==> config.mk <==
export PLATFORM = sky130hd
export DESIGN_NAME = alu_issue
export DESIGN_NICKNAME = d
export VERILOG_FILES = /design/src/rtl/alu_issue.sv
export SDC_FILE = /design/constraint.sdc
export NUM_CORES = 1
export LEC_CHECK = 0
export ABC_AREA = 1
export CAP_MARGIN = 20
export CORE_MARGIN = 3
export CORE_UTILIZATION = 55
export DETAILED_ROUTE_END_ITERATION = 10
export DONT_BUFFER_PORTS = 1
export PLACE_DENSITY = 0.7
export SLEW_MARGIN = 20
export SYNTH_ARGS = -nofsm -noshare
export SYNTH_HDL_FRONTEND = slang
export SYNTH_SLANG_ARGS = --single-unit
==> constraint.sdc <==
create_clock -name clk -period 27.7 [get_ports clk]
set_input_delay 1.385 -clock clk [delete_from_list [all_inputs] [get_ports clk]]
set_output_delay 1.385 -clock clk [all_outputs]
set_load 0.1 [all_outputs]
==> src/rtl/alu_issue.sv <==
// alu_issue: decodes RISC-V OP/OP-IMM ALU instructions at enqueue and holds
// them in a 2-entry skid FIFO ahead of the ALU stage. in_ready/out_valid come
// straight from registers so there is no combinational path from out_ready
// back to in_ready.
module alu_issue (
  input  logic        clk,
  input  logic        reset_n,
  input  logic        in_valid,
  output logic        in_ready,
  input  logic [2:0]  funct3,
  input  logic        funct7_5,
  input  logic        is_imm,
  input  logic [63:0] rs1_val,
  input  logic [63:0] rs2_val,
  input  logic [63:0] imm,
  input  logic        flush,
  output logic        out_valid,
  input  logic        out_ready,
  output logic [63:0] ia,
  output logic [63:0] ib,
  output logic [2:0]  aluOp,
  output logic        illegal
);

  localparam logic [2:0] OP_ADD = 3'b000, OP_SUB = 3'b001, OP_XOR = 3'b010,
                         OP_OR  = 3'b011, OP_AND = 3'b100, OP_SLL = 3'b101,
                         OP_SRL = 3'b110, OP_SRA = 3'b111;

  typedef struct packed {
    logic [63:0] ia;
    logic [63:0] ib;
    logic [2:0]  op;
    logic        illegal;
  } entryT;

  typedef enum logic [1:0] {EMPTY, ONE, FULL} stateT;

  stateT state, stateNext;
  logic  wrPtr, rdPtr;
  logic  inReadyQ, outValidQ;
  logic  push, pop;
  entryT dec, head;
  entryT mem [2];
  logic [63:0] src;

  assign push = in_valid && inReadyQ;
  assign pop  = outValidQ && out_ready;

  // Decode the incoming instruction into the entry format stored in the FIFO
  always_comb begin
    src         = is_imm ? imm : rs2_val;
    dec         = '0;
    dec.ia      = rs1_val;
    dec.ib      = src;
    dec.op      = OP_ADD;
    dec.illegal = 1'b0;
    case (funct3)
      3'b000: dec.op = (!is_imm && funct7_5) ? OP_SUB : OP_ADD;
      3'b001: begin
        dec.op = OP_SLL;
        dec.ib = {58'b0, src[5:0]};
      end
      3'b010, 3'b011: dec.illegal = 1'b1;  // slt/sltu not handled here
      3'b100: dec.op = OP_XOR;
      3'b101: begin
        dec.op = funct7_5 ? OP_SRA : OP_SRL;
        dec.ib = {58'b0, src[5:0]};
      end
      3'b110: dec.op = OP_OR;
      3'b111: dec.op = OP_AND;
      default: dec.op = OP_ADD;
    endcase
  end

  // Occupancy next-state; FULL never sees a push because in_ready is low
  always_comb begin
    stateNext = state;
    case (state)
      EMPTY:   if (push) stateNext = ONE;
      ONE:     if (push && !pop) stateNext = FULL;
               else if (pop && !push) stateNext = EMPTY;
      FULL:    if (pop) stateNext = ONE;
      default: stateNext = EMPTY;
    endcase
    if (flush) stateNext = EMPTY;
  end

  // State, pointers and registered handshake outputs
  always_ff @(posedge clk or negedge reset_n) begin
    if (!reset_n) begin
      state     <= EMPTY;
      wrPtr     <= 1'b0;
      rdPtr     <= 1'b0;
      inReadyQ  <= 1'b1;
      outValidQ <= 1'b0;
    end else begin
      state     <= stateNext;
      inReadyQ  <= (stateNext != FULL);
      outValidQ <= (stateNext != EMPTY);
      if (flush) begin
        wrPtr <= 1'b0;
        rdPtr <= 1'b0;
      end else begin
        wrPtr <= wrPtr ^ push;
        rdPtr <= rdPtr ^ pop;
      end
    end
  end

  // Entry storage; contents are don't-care until the pointers make them live
  always_ff @(posedge clk) begin
    if (push && !flush) mem[wrPtr] <= dec;
  end

  assign head      = mem[rdPtr];
  assign in_ready  = inReadyQ;
  assign out_valid = outValidQ;
  assign ia        = outValidQ ? head.ia      : 64'd0;
  assign ib        = outValidQ ? head.ib      : 64'd0;
  assign aluOp     = outValidQ ? head.op      : 3'd0;
  assign illegal   = outValidQ ? head.illegal : 1'b0;

endmodule
==> results.sh <==
export IMPL_dp_hpwl_um=15200
export IMPL_critical_path_class="reg2out"
export IMPL_period_share_pct=18.0
export IMPL_antenna_found_initial=0
export IMPL_vias_per_cell=5.59
export IMPL_fp_dieH_um=148
export IMPL_final_hold_viol_count=0
export IMPL_grt_pass1_vias=6426
export IMPL_die_x_um=148
export IMPL_grt_usage_pct=21.4
export IMPL_status="complete, no violations"
export IMPL_cts_resized=0
export IMPL_met1_usage_pct=27.2
export IMPL_insertedDiodeCount=0
export IMPL_insertion_delay_ns=0.53
export IMPL_leakage_nw=4.31
export IMPL_setup_violations=0
export IMPL_required_ns=26.31
export IMPL_worstPathArrival_ns=3.61
export IMPL_port_buffers=0
export IMPL_drt_wirelength_per_cell_um=19.9
export IMPL_worst_path_max_fanout=86
export IMPL_tritoncts="built"
export IMPL_grt_busiest_layer="met2"
export IMPL_start_util_pct=56.4
export IMPL_vias=6840
export IMPL_wirelength_um=24400
export IMPL_gp_congestion=0.752
export IMPL_ys_seq_area_share_pct=73.1
export IMPL_ios=336
export IMPL_coreArea_um2=19600
export IMPL_cts_buffers_inserted=28
export IMPL_use_met3_pct=7.05
export IMPL_max_freq_ghz=0.200
export IMPL_clk_pin_slew_ns=0.06
export IMPL_hold_class="in2async"
export IMPL_grt_max_degree=94
export IMPL_clockBufferDepth=3
export IMPL_synthCells=960
export IMPL_fillers=1478
export IMPL_dr_pass1_iters=5
export IMPL_grt_pass1_wl_um=36500
export IMPL_total_power_mw=1.17
export IMPL_final_cell_mix="edfxtp_1 (264), nand2_1 (144), nor2_2 (141)"
export IMPL_initialDrtViolationCount=486
export IMPL_cap_violations=0
export IMPL_cts_sinks=270
export IMPL_cts_htree_levels=1
export IMPL_nets=1139
export IMPL_cts_root_buf="clkbuf_16"
export IMPL_finClkSkew_ns=0.0104
export IMPL_use_met2_pct=35.8
export IMPL_tightest_slew_ns=1.14
export IMPL_synth_nets=1162
export IMPL_rsz0062_at_grt="no"
export IMPL_die_area_um2=21800
export IMPL_max_vdd_ir_drop_uv=68.5
export IMPL_netlist_area_um2=11000
export IMPL_layout_drive_gt1_share_pct=20.6
export IMPL_ys_types=20
export IMPL_syn_to_final_growth_pct=12.1
export IMPL_yosys_warnings=0
export IMPL_fp_row_count=51
export IMPL_worst_setup_path_start_kind="flop"
export IMPL_final_common_cell="edfxtp_1"
export IMPL_instances_no_fill=1224
export IMPL_drv_slew=0
export IMPL_ant_nets=0
export IMPL_relSlewSlack_pct=23.6
export IMPL_dpl_cell_count=1172
export IMPL_overflow=0
export IMPL_power_density_nw_per_um2=94.1
export IMPL_synth_avg_cell_area_um2=11.5
export IMPL_ys_ff_latch=270
export IMPL_setup_tns_ns=0
export IMPL_min_period_ns=4.99
export IMPL_drc=0
export IMPL_cts_hold_buf=0
export IMPL_endpoint_kind="output port"
export IMPL_postCtsSetupRepairBufs=0
final timing paths:
kind / depth (start not counted) / from / slack, ns / to
min in group clk: 2 / wrPtr / 0.57 / wrPtr
worst min-delay path: 0 / reset_n / 0.55 / rdPtr
worst max register to register: 6 / in_ready / 24.30 / mem[1][76]
max in group asynchronous: 0 / reset_n / 26.98 / in_ready
worst max-delay path: 4 / rdPtr / 22.71 / ia[61]
worst min register to register: 2 / wrPtr / 0.57 / wrPtr
power breakdown:
part	total [mW]	internal, mW	switching (mW)
sequential	0.482	0.471	0.0110
combinational	0.315	0.0244	0.290
clock	0.368	0.219	0.149
total	1.17	0.715	0.450
per-stage QoR:
| stage | hold WS [ns] | setup slack [ns] | area, µm² | utilization, % |
|---|---|---|---|---|
| detailed placement | 0.555 | 23.19 | 11500 | 58.5 |
| global placement | 0.533 | 23.21 | 11500 | 58.5 |
| finish | 0.546 | 22.71 | 12400 | 63.2 |
| global route | 0.523 | 22.48 | 12400 | 63.2 |
| CTS | 0.517 | 22.60 | 12400 | 63.2 |
| floorplan | 0.506 | 16.42 | 11000 | - |
cell usage after synthesis:
master | instances | area share, %
buf_4 | 1 | 0.068
dfrtp_1 | 5 | 1.1
nand3_1 | 3 | 0.14
buf_6 | 8 | 0.82
inv_2 | 1 | 0.034
clkbuf_1 | 25 | 0.85
a21oi_2 | 1 | 0.079
dfstp_2 | 1 | 0.24
buf_2 | 20 | 0.91
nor2_2 | 9 | 0.51
a21oi_1 | 62 | 2.8
nor3_1 | 1 | 0.045
nor2_1 | 260 | 8.8
nand2_1 | 144 | 4.9
o21ai_0 | 135 | 6.1
clkbuf_2 | 7 | 0.32
inv_4 | 1 | 0.057
edfxtp_1 | 264 | 72
o21ai_1 | 1 | 0.045
inv_1 | 11 | 0.37
logic make-up after synthesis:
| logic type | after synthesis | synth area share, % |
|---|---|---|
| simple gates | 417 | 14.4 |
| flops | 270 | 73.1 |
| compound gates | 199 | 9.05 |
| buf+inv | 74 | 3.42 |
cell type report:
type                       count  area [µm²]  share of cell area (%)
sequential                   270        8090                    65.3
multi-input combinational    616        2940                    23.7
inverter                      13        51.3                   0.414
clock buffer                  35         748                    6.04
tap                          265         332                    2.68
timing repair buffer           8        60.1                   0.485
clock inverter                17         170                    1.37
critical path, stage by stage (launching register included):
cell     delay [ns]
dfrtp_4        0.66
inv_4          0.48
buf_4          0.84
nor2_1         0.14
nor2_2         0.89
flip-flops by register name, summed over array words and instances (netlist names):
signal and cells:
in_ready 1, wrPtr 1, rdPtr 1, mem 264, state 2, out_valid 1
metal layers:
| layer | wire, µm | part of all wire (%) |
|---|---|---|
| met2 | 12100 | 50 |
| met5 | 0 | 0 |
| met3 | 2680 | 11 |
| met4 | 459 | 1.9 |
| met1 | 9120 | 37 |
Note: power is estimated with default switching activity, not from simulation.
